$ cat config.mk
export PLATFORM = sky130hd
export DESIGN_NAME = uart_tx_frame
export DESIGN_NICKNAME = d
export VERILOG_FILES = /design/src/rtl/uart_pkg.sv /design/src/rtl/sync_fifo.sv /design/src/rtl/uart_tx_frame.sv
export SDC_FILE = /design/constraint.sdc
export NUM_CORES = 1
export LEC_CHECK = 0
export BUFFER_PORTS_ARGS = -buffer_cell sky130_fd_sc_hd__buf_2
export CORE_MARGIN = 3
export CORE_UTILIZATION = 57
export CTS_CLUSTER_SIZE = 30
export DETAILED_ROUTE_END_ITERATION = 10
export MAX_ROUTING_LAYER = met4
export PLACE_DENSITY = 0.88
export SLEW_MARGIN = 20
export SYNTH_ARGS = -nofsm -noshare
export SYNTH_HDL_FRONTEND = slang
export SYNTH_SLANG_ARGS = --single-unit
$ cat constraint.sdc
create_clock -name clk -period 7.6 [get_ports clk]
set_clock_uncertainty 0.1 [all_clocks]
set_input_delay 0.76 -clock clk [delete_from_list [all_inputs] [get_ports clk]]
set_output_delay 0.76 -clock clk [all_outputs]
set_load 0.02 [all_outputs]
$ cat src/rtl/uart_pkg.sv
// Shared UART definitions: FSM state encodings, parity modes and a parity helper.
// Used by both the transmitter and the companion receiver.
package uart_pkg;

   localparam logic [2:0] ST_IDLE   = 3'd0;
   localparam logic [2:0] ST_START  = 3'd1;
   localparam logic [2:0] ST_DATA   = 3'd2;
   localparam logic [2:0] ST_PARITY = 3'd3;
   localparam logic [2:0] ST_STOP   = 3'd4;

   localparam int PAR_NONE = 0;
   localparam int PAR_ODD  = 1;
   localparam int PAR_EVEN = 2;

   // Parity bit for a zero-extended payload: odd mode makes the total number
   // of ones (data + parity) odd, even mode makes it even.
   function automatic logic parityBit(input logic [8:0] data, input int mode);
      return (mode == PAR_ODD) ? ~^data : ^data;
   endfunction

endpackage

$ cat src/rtl/sync_fifo.sv
// Single-clock FIFO with registered occupancy count. A push while full and a
// pop while empty are ignored. A word pushed into an empty FIFO becomes
// visible at the head only on the following cycle.
module sync_fifo #(
   parameter int WIDTH = 8,
   parameter int DEPTH = 4
) (
   input  logic                     clk,
   input  logic                     rst,
   input  logic                     i_push,
   input  logic                     i_pop,
   input  logic [WIDTH-1:0]         i_data,
   output logic [WIDTH-1:0]         o_data,
   output logic                     o_full,
   output logic                     o_empty,
   output logic [$clog2(DEPTH):0]   o_count
);

   localparam int AW = $clog2(DEPTH);

   logic [WIDTH-1:0] r_mem [DEPTH];
   logic [AW-1:0]    r_wrPtr;
   logic [AW-1:0]    r_rdPtr;
   logic [AW:0]      r_count;
   logic             w_pushOk;
   logic             w_popOk;

   assign w_pushOk = i_push && !o_full;
   assign w_popOk  = i_pop && !o_empty;

   // Storage array; contents need no reset because the count guards reads.
   always_ff @(posedge clk) begin
      if (w_pushOk) begin
         r_mem[r_wrPtr] <= i_data;
      end
   end

   // Pointer and occupancy bookkeeping; pointers wrap naturally (power-of-two depth).
   always_ff @(posedge clk) begin
      if (rst) begin
         r_wrPtr <= '0;
         r_rdPtr <= '0;
         r_count <= '0;
      end else begin
         if (w_pushOk) begin
            r_wrPtr <= r_wrPtr + AW'(1);
         end
         if (w_popOk) begin
            r_rdPtr <= r_rdPtr + AW'(1);
         end
         if (w_pushOk && !w_popOk) begin
            r_count <= r_count + (AW+1)'(1);
         end else if (w_popOk && !w_pushOk) begin
            r_count <= r_count - (AW+1)'(1);
         end
      end
   end

   assign o_data  = r_mem[r_rdPtr];
   assign o_full  = (r_count == (AW+1)'(DEPTH));
   assign o_empty = (r_count == '0);
   assign o_count = r_count;

endmodule

$ cat src/rtl/uart_tx_frame.sv
// Parametrised UART transmitter with an input FIFO. Frames are start bit,
// LSB-first payload, optional parity and one or two stop bits. A queued word
// is popped in the final stop-bit cycle so consecutive frames have no gap.
module uart_tx_frame
   import uart_pkg::*;
#(
   parameter int CLK_PER_BIT = 87,
   parameter int DATA_BITS   = 8,
   parameter int PARITY      = 0,
   parameter int STOP_BITS   = 1,
   parameter int FIFO_DEPTH  = 4
) (
   input  logic                          clk,
   input  logic                          rst,
   input  logic                          i_valid,
   input  logic [DATA_BITS-1:0]          i_data,
   output logic                          o_ready,
   output logic                          o_tx,
   output logic                          o_busy,
   output logic                          o_done,
   output logic [2:0]                    o_state,
   output logic [$clog2(FIFO_DEPTH):0]   o_fifo_count
);

   localparam int CW = $clog2(CLK_PER_BIT);
   localparam int BW = $clog2(DATA_BITS);

   logic [2:0]           r_state;
   logic [CW-1:0]        r_clkCnt;
   logic [BW-1:0]        r_bitCnt;
   logic [DATA_BITS-1:0] r_shift;
   logic                 r_parity;
   logic                 r_tx;

   logic [DATA_BITS-1:0] w_fifoData;
   logic                 w_full;
   logic                 w_empty;
   logic                 w_wrap;
   logic                 w_lastStop;
   logic                 w_pop;

   sync_fifo #(
      .WIDTH (DATA_BITS),
      .DEPTH (FIFO_DEPTH)
   ) u_fifo (
      .clk     (clk),
      .rst     (rst),
      .i_push  (i_valid),
      .i_pop   (w_pop),
      .i_data  (i_data),
      .o_data  (w_fifoData),
      .o_full  (w_full),
      .o_empty (w_empty),
      .o_count (o_fifo_count)
   );

   assign w_wrap     = (r_clkCnt == CW'(CLK_PER_BIT - 1));
   assign w_lastStop = (r_state == ST_STOP) && w_wrap && (r_bitCnt == BW'(STOP_BITS - 1));
   assign w_pop      = !w_empty && ((r_state == ST_IDLE) || w_lastStop);

   // Frame sequencer: bit-period timing, payload shifting and line driving.
   always_ff @(posedge clk) begin
      if (rst) begin
         r_state  <= ST_IDLE;
         r_clkCnt <= '0;
         r_bitCnt <= '0;
         r_shift  <= '0;
         r_parity <= 1'b0;
         r_tx     <= 1'b1;
      end else begin
         case (r_state)
            ST_IDLE: begin
               r_tx <= 1'b1;
               if (w_pop) begin
                  r_shift  <= w_fifoData;
                  r_parity <= parityBit(9'(w_fifoData), PARITY);
                  r_clkCnt <= '0;
                  r_bitCnt <= '0;
                  r_state  <= ST_START;
                  r_tx     <= 1'b0;
               end
            end
            ST_START: begin
               if (w_wrap) begin
                  r_clkCnt <= '0;
                  r_state  <= ST_DATA;
                  r_tx     <= r_shift[0];
               end else begin
                  r_clkCnt <= r_clkCnt + CW'(1);
               end
            end
            ST_DATA: begin
               if (w_wrap) begin
                  r_clkCnt <= '0;
                  r_shift  <= r_shift >> 1;
                  if (r_bitCnt == BW'(DATA_BITS - 1)) begin
                     r_bitCnt <= '0;
                     if (PARITY != PAR_NONE) begin
                        r_state <= ST_PARITY;
                        r_tx    <= r_parity;
                     end else begin
                        r_state <= ST_STOP;
                        r_tx    <= 1'b1;
                     end
                  end else begin
                     r_bitCnt <= r_bitCnt + BW'(1);
                     r_tx     <= r_shift[1];
                  end
               end else begin
                  r_clkCnt <= r_clkCnt + CW'(1);
               end
            end
            ST_PARITY: begin
               if (w_wrap) begin
                  r_clkCnt <= '0;
                  r_state  <= ST_STOP;
                  r_tx     <= 1'b1;
               end else begin
                  r_clkCnt <= r_clkCnt + CW'(1);
               end
            end
            ST_STOP: begin
               if (w_wrap) begin
                  r_clkCnt <= '0;
                  if (r_bitCnt == BW'(STOP_BITS - 1)) begin
                     r_bitCnt <= '0;
                     if (w_pop) begin
                        r_shift  <= w_fifoData;
                        r_parity <= parityBit(9'(w_fifoData), PARITY);
                        r_state  <= ST_START;
                        r_tx     <= 1'b0;
                     end else begin
                        r_state <= ST_IDLE;
                        r_tx    <= 1'b1;
                     end
                  end else begin
                     r_bitCnt <= r_bitCnt + BW'(1);
                  end
               end else begin
                  r_clkCnt <= r_clkCnt + CW'(1);
               end
            end
            default: begin
               r_state <= ST_IDLE;
               r_tx    <= 1'b1;
            end
         endcase
      end
   end

   assign o_ready = !w_full;
   assign o_tx    = r_tx;
   assign o_busy  = (r_state != ST_IDLE);
   assign o_done  = w_lastStop;
   assign o_state = r_state;

endmodule

==> results of run 1 <==
[cell families after synthesis]
family / share of synthesized area
AOI/OAI and AO/OA: 0.1443
xor gates and xnor gates: 0.02009
adders and majority gates: 0.04756
buffers and inverters: 0.04469
DFF: 0.5182
muxes: 0.09799
and+or+nand+nor: 0.1271
[critical path, delay by kind of cell, from the launching register on]
| family | cells | cell delay [ps] |
|---|---|---|
| AND/OR/NAND/NOR | 3 | 1510 |
| XOR/XNOR | 1 | 80 |
| buffers and inverters | 1 | 80 |
| AO/OA/AOI/OAI | 2 | 450 |
| adder cells (fa/ha/maj) | 2 | 400 |
| flip-flops | 1 | 470 |
[registers in the layout, indices dropped and copies added, names as in the netlist, named ones only]
name and flops:
r_bitCnt 3, o_state 3, u_fifo.r_wrPtr 2, r_clkCnt 7, r_shift 8, u_fifo.r_mem 32, u_fifo.r_rdPtr 2, u_fifo.o_count 3
o_tx 1
[metal layers]
layer  vias to the layer above  global-route usage  part of all wire  wire (um)
li1                        997                   -                 -          -
met1                       989              0.2664              0.45       2556
met5                         -                   -                 0          0
met4                         0             0.08419             0.014         80
met3                        10             0.03855             0.041        230
met2                        48              0.3274              0.49       2780
[worst min-delay path by stage]
stage / start / end / slack, ps / cells after the start
floorplan: r_shift[2] / r_shift[2] / 340 / 2
global placement: r_shift[5] / r_shift[5] / 350 / 2
detailed placement: r_shift[4] / r_shift[4] / 360 / 2
CTS: r_shift[4] / r_shift[4] / 370 / 2
global route: r_shift[2] / r_shift[2] / 380 / 2
finish: r_shift[4] / r_shift[4] / 370 / 2
[cell usage in the layout (no fill, tap or decap), drive strengths merged, types with 8 or more instances in the layout]
cell type   n
nor3        9
clkbuf     10
inv        19
nand2       9
dfxtp      31
edfxtp     32
nand3       8
a211oi     18
mux4        8
buf        20
ha         10
nor2       11
[cell type report]
class	count	area share
Sequential cell	63	0.4695
Multi-Input combinational cell	159	0.3960
Clock buffer	10	0.03789
Timing Repair Buffer	20	0.02972
Tap cell	70	0.02600
Clock inverter	6	0.02080
Inverter	18	0.02006
[stage by stage]
step                      instance area (um^2)  total power (uW)  hold slack [ps]    util  std cells
after floorplan                           3052             749.5            341.6       -        254
after global placement                    3171             808.3            350.4  0.6168        330
after detailed placement                  3171             822.9            355.7  0.6168        330
after CTS                                 3368              1109            365.9  0.6553        346
after global routing                      3368              1170            383.0  0.6553        346
final                                     3368              1103            366.0  0.6553        346
[cell usage after synthesis, types with 3 or more instances]
cell / number
and2_1: 5
clkbuf_1: 11
mux2i_1: 4
nor2_1: 11
o31ai_1: 3
inv_1: 18
xor2_1: 3
nand2_1: 9
a31oi_1: 4
xnor2_1: 4
a211oi_1: 11
o2111ai_1: 3
nand3_1: 8
nor3_1: 9
mux2_2: 7
a21oi_1: 6
or3_1: 6
a211oi_2: 7
mux4_2: 8
nand2b_1: 4
o21ai_0: 5
a311oi_1: 3
ha_1: 10
edfxtp_1: 32
dfxtp_1: 31
[power groups by stage]
| stage | sequential [uW] | combinational [uW] | clock [uW] |
|---|---|---|---|
| finish | 479 | 337 | 288 |
| global route | 489 | 373 | 308 |
| detailed placement | 486 | 337 | 0 |
| global placement | 482 | 326 | 0 |
| CTS | 479 | 339 | 291 |
| floorplan | 463 | 286 | 0 |
==> reports/qor.txt, run 1 <==
core area = 5140 um^2
Sw Ratio = 0.3418
Antenna diodes = 0
row count = 26
max-slew violation count = 0
Least-Margin Pin Slew = 976.4 ps
Hold-fix buffers, CTS = 0
Root Driver = clkbuf_8
final cycle utilization of the critical path = 0.4171
post-CTS setup buffers = 0
clk sinks = 63
via density per instance = 5.908
Setup crit end = u_fifo.o_count[2]
Die X = 79.17 um
vias in the first global route = 2059
multi-input logic area = 1334 um^2
layout cells sized above 1 = 0.2283
Area Growth Syn to Fin = 10.37%
first-pass GRT wire length = 9.756 mm
PostCTS Resize Cnt = 0
Setup violations, final = 0
Mapped Avg Cell Area = 12.01 um^2
CP Capture Type = flop
sequential share of power = 0.434
Max stage delay on crit path = 810 ps
total negative slack = 0 ps
Hold Fails Final Rpt = 0
syn_nets = 276
worst r2r dst = u_fifo.o_count[2]
Peak VDD IR = 0.2352 mV
worst reg2reg path depth = 9
clock buffer depth = 2
Critical Path AT = 3320 ps
DRT iter0 DRCs = 174
r2r setup slk = 4430 ps
Pwr per Cell Area = 327.5 nW/um^2
Routed WL per cell = 16.32 um
Max Freq = 0.3154 GHz
htree depth = 3
post-synth top area share = 0.3149
register area share after synthesis = 0.5182
die height = 79.17 um
grt total ovfl = 0
status = finished, final reports clean
required time of the worst setup path = 7750 ps
Slew headroom = 0.3402
min cycle time layout = 3170 ps
Placer Congestion = 0.8839
FFs w/ async S/R, synth = 0
TritonCTS clock tree = yes
Yosys warnings = 0
routed wire length = 5.647 mm
pre-CTS setup slack = 4506 ps
Initial Util = 0.5937
Combinational Power Share = 0.305
post-synth cell types = 52
synthesized cell area = 3052 um^2
top cells by area, synth = edfxtp_1 (31%), dfxtp_1 (20%), mux4_2 (5.9%)
RSZ-0062 raised after global routing = false
post-route ant nets = 0
port bufs = 20
die area = 6268 um^2
HP Class = reg2reg
crit-path cells = nor4bb_1 -> a31oi_1 -> or2_2 -> ha_1 -> inv_1 -> fa_1 -> xor2_1 -> or3_1 -> a21oi_1
Clk Latency, worst-skew pair = 330 ps
cts bufs inserted = 9
Ports = 21
CP max FO = 7
GRT Util Overall = 0.2075
Top FF cell, synth = edfxtp_1
DRT Pass-1 Iters = 4
DRC violations left = 0
fillers = 375
Max-Cap Viols = 0
via count = 2044
Reg-to-Reg Start = r_clkCnt[4]
cell count after synthesis = 254
Sequential Area = 1582 um^2
P_leak = 0.001162 uW
initial antenna violation count = 0
Switch Pwr = 377.1 uW
post-synth top area cell = edfxtp_1
Final Worst Setup Slack = 4430 ps
EDFF count, synth = 32
Clock power frac = 0.261
largest net degree at the start of global routing = 35
critical path startpoint category = flop
Worst-path clk slew = 80 ps
internal power = 726.0 uW
fin nets = 293
Critical Path Source = r_clkCnt[4]
CP max stage cell = nor4bb_1
DP HPWL = 4.028 mm
Seq cells post-synth = 63
kind of critical path = reg2reg
Note: power is estimated with default switching activity, not from simulation.
==> inputs of run 2 (changes only) <==
- CORE_UTILIZATION: 57 -> 54
- PLACE_DENSITY: 0.88 -> 0.87
- clock period: 7.6 -> 2.9 ns (I/O delays scaled with it)
==> reports/qor.txt, run 2 (same netlist as run 1, synthesis figures left out) <==
Regs by FF count = u_fifo.r_mem (32), r_shift (8), r_clkCnt (7)
Slew headroom = 0.5464 (+0.2062)
routed wire length = 5.724 mm (+1.4%)
CP max FO = 5 (-2)
Max Freq = 0.3668 GHz (+16%)
cts bufs inserted = 9 (unchanged)
Max stage delay on crit path = 380 ps (-430 ps)
grt total ovfl = 0 (unchanged)
final cycle utilization of the critical path = 0.9401 (+0.5230)
Critical Path AT = 2890 ps (-430 ps)
final core occ = 0.6534 (-0.001936)
Area Growth Syn to Fin = 12.83%
r2r setup slk = 170 ps (-4260 ps)
Reg with most FFs = u_fifo.r_mem
Max-Cap Viols = 0 (unchanged)
DRT Pass-1 Iters = 4 (unchanged)
pre-CTS setup slack = 158.4 ps (-4347 ps)
Initial Util = 0.5791 (-0.01466)
Placer Congestion = 0.9200 (+4.1%)
kind of critical path = reg2reg
fin nets = 302 (+3.1%)
clk sinks = 63 (unchanged)
post-CTS setup buffers = 0 (unchanged)
most common cell after layout, fill and taps aside = edfxtp_1
min cycle time layout = 2726 ps (-444.0 ps)
Hold Slack = 63.12 ps (-302.9 ps)
DRT iter0 DRCs = 239 (+37%)
Least-Margin Pin Slew = 680.4 ps (-296.0 ps)
Setup violations, final = 0 (unchanged)
htree depth = 3 (unchanged)
required time of the worst setup path = 3060 ps (-4690 ps)
TritonCTS clock tree = yes
die area = 6589 um^2 (+5.1%)
Root Driver = clkbuf_8
first-pass GRT wire length = 9.735 mm (-0.22%)
core area = 5270 um^2 (+2.5%)
vias in the first global route = 2050 (-0.44%)
Peak VDD IR = 0.4691 mV (+99%)
initial antenna violation count = 0 (unchanged)
Placed Area = 3238 um^2 (+2.1%)
RSZ-0062 raised after global routing = false
cell family with most CP delay = adder cells
total negative slack = 0 ps (unchanged)
commonest cells after routing, fill and taps aside = edfxtp_1 (32), dfxtp_1 (30), buf_2 (20)
DP HPWL = 3.971 mm (-1.4%)
CP Capture Type = flop
status = finished, final reports clean
DRC violations left = 0 (unchanged)
GRT Util Overall = 0.2034 (-0.004121)
Ports = 21 (unchanged)
post-route cell area = 3443 um^2 (+2.2%)
Largest register FFs = 32 (unchanged)
crit-path cells = inv_1 -> ha_1 -> and2_2 -> a31oi_2 -> or2_2 -> ha_1 -> inv_1 -> fa_1 -> xor2_1 -> or3_1 -> a21oi_1
layout cells sized above 1 = 0.2632 (+0.03490)
fillers = 404 (+7.7%)
via count = 2087 (+2.1%)
Worst-path clk slew = 70 ps (about the same)
Die X = 81.18 um (+2.5%)
P_leak = 0.001217 uW (+4.8%)
max-slew violation count = 0 (unchanged)
Routed WL per cell = 16.12 um (-1.2%)
die height = 81.18 um (+2.5%)
Antenna diodes = 0 (unchanged)
post-route ant nets = 0 (unchanged)
Pwr per Cell Area = 852.6 nW/um^2 (+160%)
critical path startpoint category = flop
crit path buf inv count = 2 (+1)
row count = 26 (unchanged)
via density per instance = 5.879 (-0.48%)
port bufs = 20 (unchanged)
Hold Fails Final Rpt = 0 (unchanged)
clock buffer depth = 2 (unchanged)
Final Worst Setup Slack = 173.7 ps (-4256 ps)
CP max stage cell = fa_1
Hold-fix buffers, CTS = 0 (unchanged)
Clk Latency, worst-skew pair = 330 ps (about the same)
HP Class = in2reg
largest net degree at the start of global routing = 35 (unchanged)
## run 2: changes by cell type in the layout (fill, tap and decap cells not counted), sizes merged
| cell | change |
|---|---|
| clkinvlp | -2 |
| clkbuf | -1 |
| clkinv | +3 |
| buf | +9 |
## run 2: final cells by class
cell class / count / area, um^2 / share of cell area
clock buffers: 9 / 123.9 / 0.03597
clock inverters: 7 / 72.57 / 0.02108
inverters: 18 / 67.56 / 0.01962
multi-input cells: 159 / 1341 / 0.3895
flip-flops and latches: 63 / 1583 / 0.4597
well taps: 70 / 87.58 / 0.02544
repair buffers: 29 / 167.7 / 0.04869
## run 2: layer usage
metal  wire [um]  vias to the layer above  share of wire  global-route usage
li1            -                     1022              -                   -
met1        2692                     1007           0.47              0.2765
met2        2675                       51           0.47              0.2898
met3         286                        7          0.050             0.04324
met4          70                        0          0.012             0.09797
met5           0                        -              0                   -
## run 2: power breakdown
group / leakage, uW / switching, uW / internal (uW)
Sequential: 0.000548 / 124 / 1100
Clock: 0.0000972 / 342 / 398
Combinational: 0.000572 / 531 / 442
Total: 0.00122 / 997 / 1940
## run 2: worst paths after layout
path,from,end,cells after the start
worst max-delay path,r_clkCnt[0],u_fifo.o_count[2],11
worst min-delay path,i_data[5],u_fifo.r_mem[0][5],1
worst max register to register,r_clkCnt[0],u_fifo.o_count[2],11
worst min register to register,r_shift[4],r_shift[4],2
## run 2: what timing repair did
item / CTS / global route
resized for setup: 0 / 3
hold endpoints to repair: 0 / 0
endpoints found under the setup margin: 0 / 1
## run 2: stage by stage
step	power [uW]	instances
after CTS	2956	355
after global placement	2175	339
after floorplan	1964	254
after global routing	3124	355
after detailed placement	2209	339
final	2936	355
==> inputs of run 3 (changes only) <==
- CELL_PAD_IN_SITES_DETAIL_PLACEMENT: not set -> 0
- CELL_PAD_IN_SITES_GLOBAL_PLACEMENT: not set -> 1
- CORE_UTILIZATION: 54 -> 44
- GPL_TIMING_DRIVEN: not set -> 1
==> reports/qor.txt, run 3 (same netlist as run 1, synthesis figures left out) <==
critical path startpoint category = flop
Largest register FFs = 32 (unchanged)
grt total ovfl = 0 (unchanged)
DP HPWL = 4.057 mm (+2.2%)
Clk Latency, worst-skew pair = 340 ps (about the same)
die area = 7971 um^2 (+21%)
Hold Slack = 59.35 ps (-3.766 ps)
Antenna diodes = 0 (unchanged)
core area = 6531 um^2 (+24%)
worst reg2reg path depth = 11 (unchanged)
clk sinks = 63 (unchanged)
Worst-path clk slew = 80 ps (about the same)
Ports = 21 (unchanged)
Root Driver = clkbuf_8
RSZ-0062 raised after global routing = false
clock buffer depth = 2 (unchanged)
total negative slack = 0 ps (unchanged)
Hold Fails Final Rpt = 0 (unchanged)
DRT Pass-1 Iters = 4 (unchanged)
final cycle utilization of the critical path = 0.9334 (-0.006652)
Critical Path AT = 2880 ps (about the same)
HP Class = in2reg
cts bufs inserted = 9 (unchanged)
first-pass GRT wire length = 9.653 mm (-0.84%)
routed wire length = 5.708 mm (-0.28%)
Regs by FF count = u_fifo.r_mem (32), r_shift (8), r_clkCnt (7)
status = finished, final reports clean
CP max FO = 5 (unchanged)
via density per instance = 5.685 (-3.3%)
via count = 2058 (-1.4%)
CP Capture Type = flop
Least-Margin Pin Slew = 734.4 ps (+53.93 ps)
max-slew violation count = 0 (unchanged)
Hold-fix buffers, CTS = 0 (unchanged)
min cycle time layout = 2707 ps (-19.29 ps)
Reg with most FFs = u_fifo.r_mem
port bufs = 20 (unchanged)
final core occ = 0.5293 (-0.1241)
post-route ant nets = 0 (unchanged)
largest net degree at the start of global routing = 35 (unchanged)
Die X = 89.28 um (+10%)
die height = 89.28 um (+10%)
TritonCTS clock tree = yes
Max Freq = 0.3694 GHz (+0.71%)
Placer Congestion = 0.8460 (-8.0%)
most common cell after layout, fill and taps aside = edfxtp_1
required time of the worst setup path = 3070 ps (about the same)
P_leak = 0.001220 uW (+0.25%)
post-CTS setup buffers = 0 (unchanged)
Setup violations, final = 0 (unchanged)
row count = 29 (+12%)
DRT iter0 DRCs = 178 (-26%)
DRC violations left = 0 (unchanged)
Max-Cap Viols = 0 (unchanged)
GRT Util Overall = 0.1670 (-0.03633)
Final Worst Setup Slack = 193.0 ps (+19.29 ps)
hold depth = 1 (unchanged)
pre-CTS setup slack = 214.0 ps (+55.61 ps)
Initial Util = 0.4672 (-0.1118)
Area Growth Syn to Fin = 13.28%
kind of critical path = reg2reg
fin nets = 302 (unchanged)
htree depth = 3 (unchanged)
vias in the first global route = 1976 (-3.6%)
Slew headroom = 0.5104 (-0.03596)
PostCTS Resize Cnt = 0 (unchanged)
Pwr per Cell Area = 852.6 nW/um^2 (about the same)
layout cells sized above 1 = 0.2596 (-0.003509)
Routed WL per cell = 15.77 um (-2.2%)
Peak VDD IR = 0.6816 mV (+45%)
commonest cells after routing, fill and taps aside = edfxtp_1 (32), dfxtp_1 (31), buf_2 (20)
initial antenna violation count = 0 (unchanged)
run 3: final cells by class:
cell class | instances | area (um^2)
clock buffers | 9 | 123.9
clock inverters | 7 | 80.08
fillers | 571 | 3074
inverters | 18 | 67.56
multi-input cells | 159 | 1340
flip-flops and latches | 63 | 1582
well taps | 77 | 96.34
repair buffers | 29 | 167.7
run 3: per-stage QoR:
stage | cells | total power (uW) | area (um^2)
2_1_floorplan | 254 | 1964 | 3052
3_3_place_gp | 346 | 2171 | 3247
3_5_place_dp | 346 | 2198 | 3247
4_1_cts | 362 | 2981 | 3451
5_1_grt | 362 | 3140 | 3457
6_report | 362 | 2947 | 3457
run 3: routing by layer:
layer,global-route usage,vias up,share of wire
met3,0.04608,6,0.051
met5,-,-,0
met4,0.06766,0,0.013
met1,0.2293,986,0.48
li1,-,1016,-
met2,0.2338,50,0.46
run 3: final timing paths:
kind	from	end	slack (ps)
min	i_data[5]	u_fifo.r_mem[3][5]	60
min reg2reg	r_shift[5]	r_shift[5]	370
max	r_clkCnt[0]	u_fifo.o_count[2]	190
max reg2reg	r_clkCnt[0]	u_fifo.o_count[2]	190
run 3: where the power goes:
group,leakage [uW],total [uW],switching (uW),internal [uW]
logic,0.000571,952,523,429
registers,0.000547,1220,120,1100
clock network,0.000102,777,369,408
run 3: worst max-delay path: stages (launching register included):
cell and delay, ps:
dfxtp_1 370, inv_1 100, ha_1 240, and2_1 220, a31oi_2 200, or2_2 190
ha_1 180, inv_1 60, fa_1 370, xor2_1 180, or3_1 310, a21oi_1 130
